==> config.mk <==
export PLATFORM = sky130hd
export DESIGN_NAME = word_serializer_flat
export DESIGN_NICKNAME = d
export VERILOG_FILES = /design/src/rtl/word_serializer_if.sv /design/src/rtl/word_serializer.sv /design/src/flat_wrapper.sv
export SDC_FILE = /design/constraint.sdc
export NUM_CORES = 1
export LEC_CHECK = 0
export ABC_AREA = 1
export CAP_MARGIN = 10
export CORE_MARGIN = 10
export CORE_UTILIZATION = 41
export CTS_CLUSTER_DIAMETER = 120
export CTS_CLUSTER_SIZE = 28
export DETAILED_ROUTE_END_ITERATION = 8
export HOLD_SLACK_MARGIN = 0.02
export PLACE_DENSITY = 0.72
export RECOVER_POWER = 50
export SETUP_SLACK_MARGIN = 0.2
export SLEW_MARGIN = 20
export SYNTH_ARGS = -nofsm -noshare
export SYNTH_HDL_FRONTEND = slang
export SYNTH_SLANG_ARGS = --single-unit
==> constraint.sdc <==
create_clock -name clk -period 1 [get_ports clk]
set_input_delay 0.3 -clock clk [delete_from_list [all_inputs] [get_ports clk]]
set_output_delay 0.3 -clock clk [all_outputs]
set_load 0.02 [all_outputs]
==> src/rtl/word_serializer_if.sv <==
// Handshake and serial-line bundle for word_serializer.
// The master side is the upstream word source and bit-rate strobe; the slave side is the serializer.
interface word_serializer_if #(
    parameter int N = 3
);
    localparam int W = 2 ** N;

    logic [W-1:0] din;
    logic         din_valid;
    logic         din_ready;
    logic         shift_en;
    logic         sout;
    logic         sout_valid;
    logic         sout_last;
    logic         busy;

    modport master (
        output din, din_valid, shift_en,
        input  din_ready, sout, sout_valid, sout_last, busy
    );

    modport slave (
        input  din, din_valid, shift_en,
        output din_ready, sout, sout_valid, sout_last, busy
    );
endinterface

==> src/rtl/word_serializer.sv <==
// Parallel-to-serial stage: loads one 2**N-bit word and shifts it out MSB first on shift_en.
// Optional macro WORD_SERIALIZER_PARITY_EN appends an even-parity bit as a final bit slot.
module word_serializer #(
    parameter int N = 3
) (
    input  logic                clk,
    input  logic                reset,
    word_serializer_if.slave    bus
);
    localparam int W = 2 ** N;
    localparam logic [N-1:0] CNT_LAST = {N{1'b1}};
    localparam logic [N-1:0] CNT_ONE  = {{(N-1){1'b0}}, 1'b1};

`ifdef WORD_SERIALIZER_PARITY_EN
    typedef enum logic [1:0] {
        ST_IDLE   = 2'd0,
        ST_SHIFT  = 2'd1,
        ST_PARITY = 2'd2
    } state_t;
`else
    typedef enum logic [1:0] {
        ST_IDLE   = 2'd0,
        ST_SHIFT  = 2'd1
    } state_t;
`endif

    state_t         state_r;
    state_t         state_s;
    logic [W-1:0]   shreg_r;
    logic [N-1:0]   cnt_r;
    logic           load_s;
    logic           shift_s;
    logic           sout_s;
    logic           sout_valid_s;
    logic           sout_last_s;

`ifdef WORD_SERIALIZER_PARITY_EN
    logic           par_r;

    function automatic logic even_parity(input logic [W-1:0] d);
        return ^d;
    endfunction
`endif

    // Next-state and datapath-enable decode
    always_comb begin
        state_s = state_r;
        load_s  = 1'b0;
        shift_s = 1'b0;
        case (state_r)
            ST_IDLE: begin
                if (bus.din_valid) begin
                    load_s  = 1'b1;
                    state_s = ST_SHIFT;
                end else begin
                    state_s = ST_IDLE;
                end
            end
            ST_SHIFT: begin
                if (bus.shift_en) begin
                    shift_s = 1'b1;
                    if (cnt_r == CNT_LAST) begin
`ifdef WORD_SERIALIZER_PARITY_EN
                        state_s = ST_PARITY;
`else
                        state_s = ST_IDLE;
`endif
                    end else begin
                        state_s = ST_SHIFT;
                    end
                end else begin
                    state_s = ST_SHIFT;
                end
            end
`ifdef WORD_SERIALIZER_PARITY_EN
            ST_PARITY: begin
                if (bus.shift_en) begin
                    state_s = ST_IDLE;
                end else begin
                    state_s = ST_PARITY;
                end
            end
`endif
            default: begin
                state_s = ST_IDLE;
            end
        endcase
    end

    // State, shift register and bit counter; the counter wraps to 0 as SHIFT is left
    always_ff @(posedge clk) begin
        if (reset) begin
            state_r <= ST_IDLE;
            shreg_r <= {W{1'b0}};
            cnt_r   <= {N{1'b0}};
        end else begin
            state_r <= state_s;
            if (load_s) begin
                shreg_r <= bus.din;
                cnt_r   <= {N{1'b0}};
            end else if (shift_s) begin
                shreg_r <= {shreg_r[W-2:0], 1'b0};
                cnt_r   <= cnt_r + CNT_ONE;
            end else begin
                shreg_r <= shreg_r;
                cnt_r   <= cnt_r;
            end
        end
    end

`ifdef WORD_SERIALIZER_PARITY_EN
    // Parity of the accepted word, held until its parity slot is sent
    always_ff @(posedge clk) begin
        if (reset) begin
            par_r <= 1'b0;
        end else if (load_s) begin
            par_r <= even_parity(bus.din);
        end else begin
            par_r <= par_r;
        end
    end
`endif

    // Serial-line decode from the state register and shift register
    always_comb begin
        sout_s       = 1'b0;
        sout_valid_s = 1'b0;
        sout_last_s  = 1'b0;
        case (state_r)
            ST_SHIFT: begin
                sout_s       = shreg_r[W-1];
                sout_valid_s = 1'b1;
`ifdef WORD_SERIALIZER_PARITY_EN
                sout_last_s  = 1'b0;
`else
                sout_last_s  = (cnt_r == CNT_LAST);
`endif
            end
`ifdef WORD_SERIALIZER_PARITY_EN
            ST_PARITY: begin
                sout_s       = par_r;
                sout_valid_s = 1'b1;
                sout_last_s  = 1'b1;
            end
`endif
            default: begin
                sout_s       = 1'b0;
                sout_valid_s = 1'b0;
                sout_last_s  = 1'b0;
            end
        endcase
    end

    assign bus.din_ready  = (state_r == ST_IDLE);
    assign bus.busy       = (state_r != ST_IDLE);
    assign bus.sout       = sout_s;
    assign bus.sout_valid = sout_valid_s;
    assign bus.sout_last  = sout_last_s;

endmodule

==> src/flat_wrapper.sv <==
// flat-port wrapper written by rule: the top's interface ports become plain ports
module word_serializer_flat 
#(
    parameter int N = 3
)
  (clk, reset, bus_din, bus_din_valid, bus_shift_en, bus_din_ready, bus_sout, bus_sout_valid, bus_sout_last, bus_busy);
  word_serializer_if #(.N(N)) bus_i ();
  input  logic clk;
  input  logic reset;
  input wire logic [$bits(bus_i.din)-1:0] bus_din;
  input wire logic [$bits(bus_i.din_valid)-1:0] bus_din_valid;
  input wire logic [$bits(bus_i.shift_en)-1:0] bus_shift_en;
  output wire logic [$bits(bus_i.din_ready)-1:0] bus_din_ready;
  output wire logic [$bits(bus_i.sout)-1:0] bus_sout;
  output wire logic [$bits(bus_i.sout_valid)-1:0] bus_sout_valid;
  output wire logic [$bits(bus_i.sout_last)-1:0] bus_sout_last;
  output wire logic [$bits(bus_i.busy)-1:0] bus_busy;
  assign bus_i.din = bus_din;
  assign bus_i.din_valid = bus_din_valid;
  assign bus_i.shift_en = bus_shift_en;
  assign bus_din_ready = bus_i.din_ready;
  assign bus_sout = bus_i.sout;
  assign bus_sout_valid = bus_i.sout_valid;
  assign bus_sout_last = bus_i.sout_last;
  assign bus_busy = bus_i.busy;
  word_serializer #(.N(N)) u_core (.clk(clk), .reset(reset), .bus(bus_i));
endmodule
==> summary.md <==
| Metric | Value |
|---|---|
| Worst Setup End Kind | primary output |
| Area Overhead vs Synth | 88.07% |
| Synthesis-stage register bit count | 12 |
| Core ar. | 1471 µm² |
| Post-synthesis adder-cell area fraction | 3.976% |
| Die Area | 3502 µm² |
| DP HPWL | 1217 µm |
| Post-route clock period utilization | 145.9% |
| Grt total ovfl | 0 |
| Clk Tree Root Cell | clkbuf_4 |
| Critical Setup Path Class | reg2out |
| Measured slew at the worst slew-check pin | about 0.29 ns |
| Startpoint Class | register |
| Share of layout cells above drive strength 1 | 56.45% |
| # setup viols final | 17 |
| Metal2 WL | 1239 µm |
| Clock sink count | 12 |
| CTS tree | done |
| WL met3 | 155 µm |
| Diodes inserted | 0 |
| First-pass GRT wire length | 3318 µm |
| # IOs | 17 |
| Initial antenna violation count | 0 |
| Headroom to the max-slew limit | about four fifths |
| Sequential element share of the synthesized area | 38.17% |
| Final hold viol count | 0 |
| Final Cell Area | 1184 µm² |
| Clock Path Buffers | 2 |
| Syn_nets | 107 |
| Die Ht | 59.18 µm |
| Avg Cell Area, Syn | 6.767 µm² |
| Netlist cell types | 16 |
| Final wirelength | 2541 µm |
| DR pass1 iterations | 4 |
| Area share of the largest cell type after synthesis | 38.17% |
| CTS Hold Bufs | 0 |
| Site Rows | 14 |
| Mux contribution to synthesized area | 0% |
| Die width | 59.18 µm |
| Clk_skew | 0.0008641 ns |
| Area contributors post-synth | dfxtp_1 38%, nand3_1 13%, nand2_1 12% |
| Fin nets | 139 |
| Hold path startpoint | u_core.shreg_r[6]$_SDFFE_PP0P_ |
| Worst-path fanout max | 2 |
| Main combinational cell family by area after synthesis | simple AND/OR/NAND/NOR gates |
| Reg2reg start | u_core.state_r[0]$_SDFF_PP0_ |
| Most frequent cells in the layout | 11 x nand2_1, 11 x buf_4, 10 x inv_1, 9 x clkdlybuf4s50_1, 9 x dfxtp_1 |
| Drt wl/cell | 18.15 µm |
| Slowest stage delay, CP | 0.34 ns |
| Routed vias | 769 |
| Uppermost routed layer | met4 |
| Final WS setup | -0.4591 ns |
| Area of the multi-input gates | 523.0 µm² |
| Worst Path Required | roughly 0.7 ns |
| Iter 0 DRT Violations | 39 |
| Syn Std Cell Area | 629.4 µm² |
| DR DRC count | 0 |
| Port bufs | 16 |
| Fillers | 91 |
| Synth warn | 0 |
| RSZ-0062 raised after global routing | true |
| Leading area contributor after synthesis | dfxtp_1 |
| Gpl congestion | 0.7948 |
| Via density | 5.493 |
| Post-synthesis xor/xnor area fraction | 1.392% |
| Final slew viol count | 0 |
| Power per Cell Area | 1137 nW/µm² |
| Clock latency on the worst-skew pair | 0.28 ns |
| M1 wire length | 1123 µm |
| Status | finished with violations |
| GRT Total Usage | 12.31% |
| Critical Path AT | 1.16 ns |
| CTS H-tree depth | 1 |
| Failing checks | setup timing |
| Critical-path cell with the highest stage delay | dfxtp_2 |
| Synth Area in Compound Gates | 8.748% |
| F_max | 0.6854 GHz |
| TritonCTS Buffers | 3 |
| Min cycle time layout | 1.459 ns |
| Reg area | 246.5 µm² |
| Dpl cell area | 867.1 µm² |
| Starting Density | between 40% and 50% |
| Post-Syn Instances | 93 |
| Final ANT Viol Nets | 0 |
| Post-synthesis simple-gate area fraction | between 30% and 40% |
| Max IR drop VDD | 0.0009152 V |
| Hold Crit Class | reg2reg |
| CP Cell Sequence | ha_4 -> ha_4 -> nand2_4 -> inv_2 -> buf_6 |
| Pin count of the biggest net entering global routing | 8 |
| Worst-path clk slew | 0.09 ns |
| Worst setup startpoint | u_core.cnt_r[0]$_SDFFE_PP0P_ |
| Worst path most repeated cell | ha_4 |
| Number of max-cap violations | 0 |
| Leak | between 0.5 and 0.6 nW |
| Final Power | 1.346 mW |
| Vias in the first global route | between 700 and 800 |
## kinds of logic (layout without fill, tap and decap cells)
kind of cell,Yosys count,count (layout)
adders and majority gates,2,2
buffers and inverters,22,51
DFF,12,12
and+or+nand+nor,45,47
AOI/OAI and AO/OA,11,11
xor gates and xnor gates,1,1
## final timing paths
kind | end | slack, ns | cells past startpoint
hold / removal | u_core.shreg_r[6]$_SDFFE_PP0P_ | 0.50 | 2
setup reg to reg | u_core.shreg_r[2]$_SDFFE_PP0P_ | -0.23 | 7
setup / recovery | bus_sout_last | -0.46 | 5
hold reg to reg | u_core.shreg_r[6]$_SDFFE_PP0P_ | 0.50 | 2
## cell type report
type | instances | share of cell area (%)
clock buffer | 4 | 3.066
inverter | 17 | 5.603
multi-input combinational | 61 | 44.19
sequential | 12 | 20.82
tap | 16 | 1.691
timing repair buffer | 30 | 24.63
## state kept, by name, indices dropped and copies added, names as in the netlist
name / cells
u_core.state_r: 1
u_core.cnt_r: 3
u_core.shreg_r: 8
## power breakdown
part / leakage (nW) / internal, mW / switching, mW
logic: 0.402 / 0.184 / 0.214
registers: 0.100 / 0.509 / 0.0273
clock network: 0.0210 / 0.222 / 0.191
## critical path, delay by kind of cell (launching register included)
kind	cells	cell delay, ns
flops	1	0.34
buf+inv	2	0.16
fa+ha+maj	2	0.32
simple gates	1	0.05
## per-layer routing
layer  vias to the layer above  GRT usage [%]
met4                         0          4.262
met5                         -              0
met3                         5          3.863
met2                        35          22.14
met1                       373          12.97
li1                        356              -
## through the flow
step	instances	TNS [ns]	util, %	hold WS, ns	setup slack [ns]
after detailed placement	128	-6.384	58.93	0.4775	-0.5822
after CTS	139	-1.956	72.62	0.4880	-0.4360
final	140	-3.274	80.44	0.4958	-0.4591
after global placement	128	-6.085	58.93	0.4700	-0.5659
after floorplan	93	-0.03389	-	0.3691	-0.01710
after global routing	140	-3.705	80.44	0.5115	-0.4942
## synthesized netlist by cell type (all sizes together)
cell type	count
nor2	6
o21ai	3
dfxtp	12
ha	2
nand3b	1
xor2	1
buf	5
nand2	22
a21oi	8
nand3	16
inv	17
## repair_timing
action	CTS	global route
hold endpoints to repair	0	0
endpoints found under the setup margin	17	17
cloned	2	0
resized for setup	57	26
setup buffers	5	1
pin swaps	5	9
No activity file was read; power rests on OpenSTA's default activity.
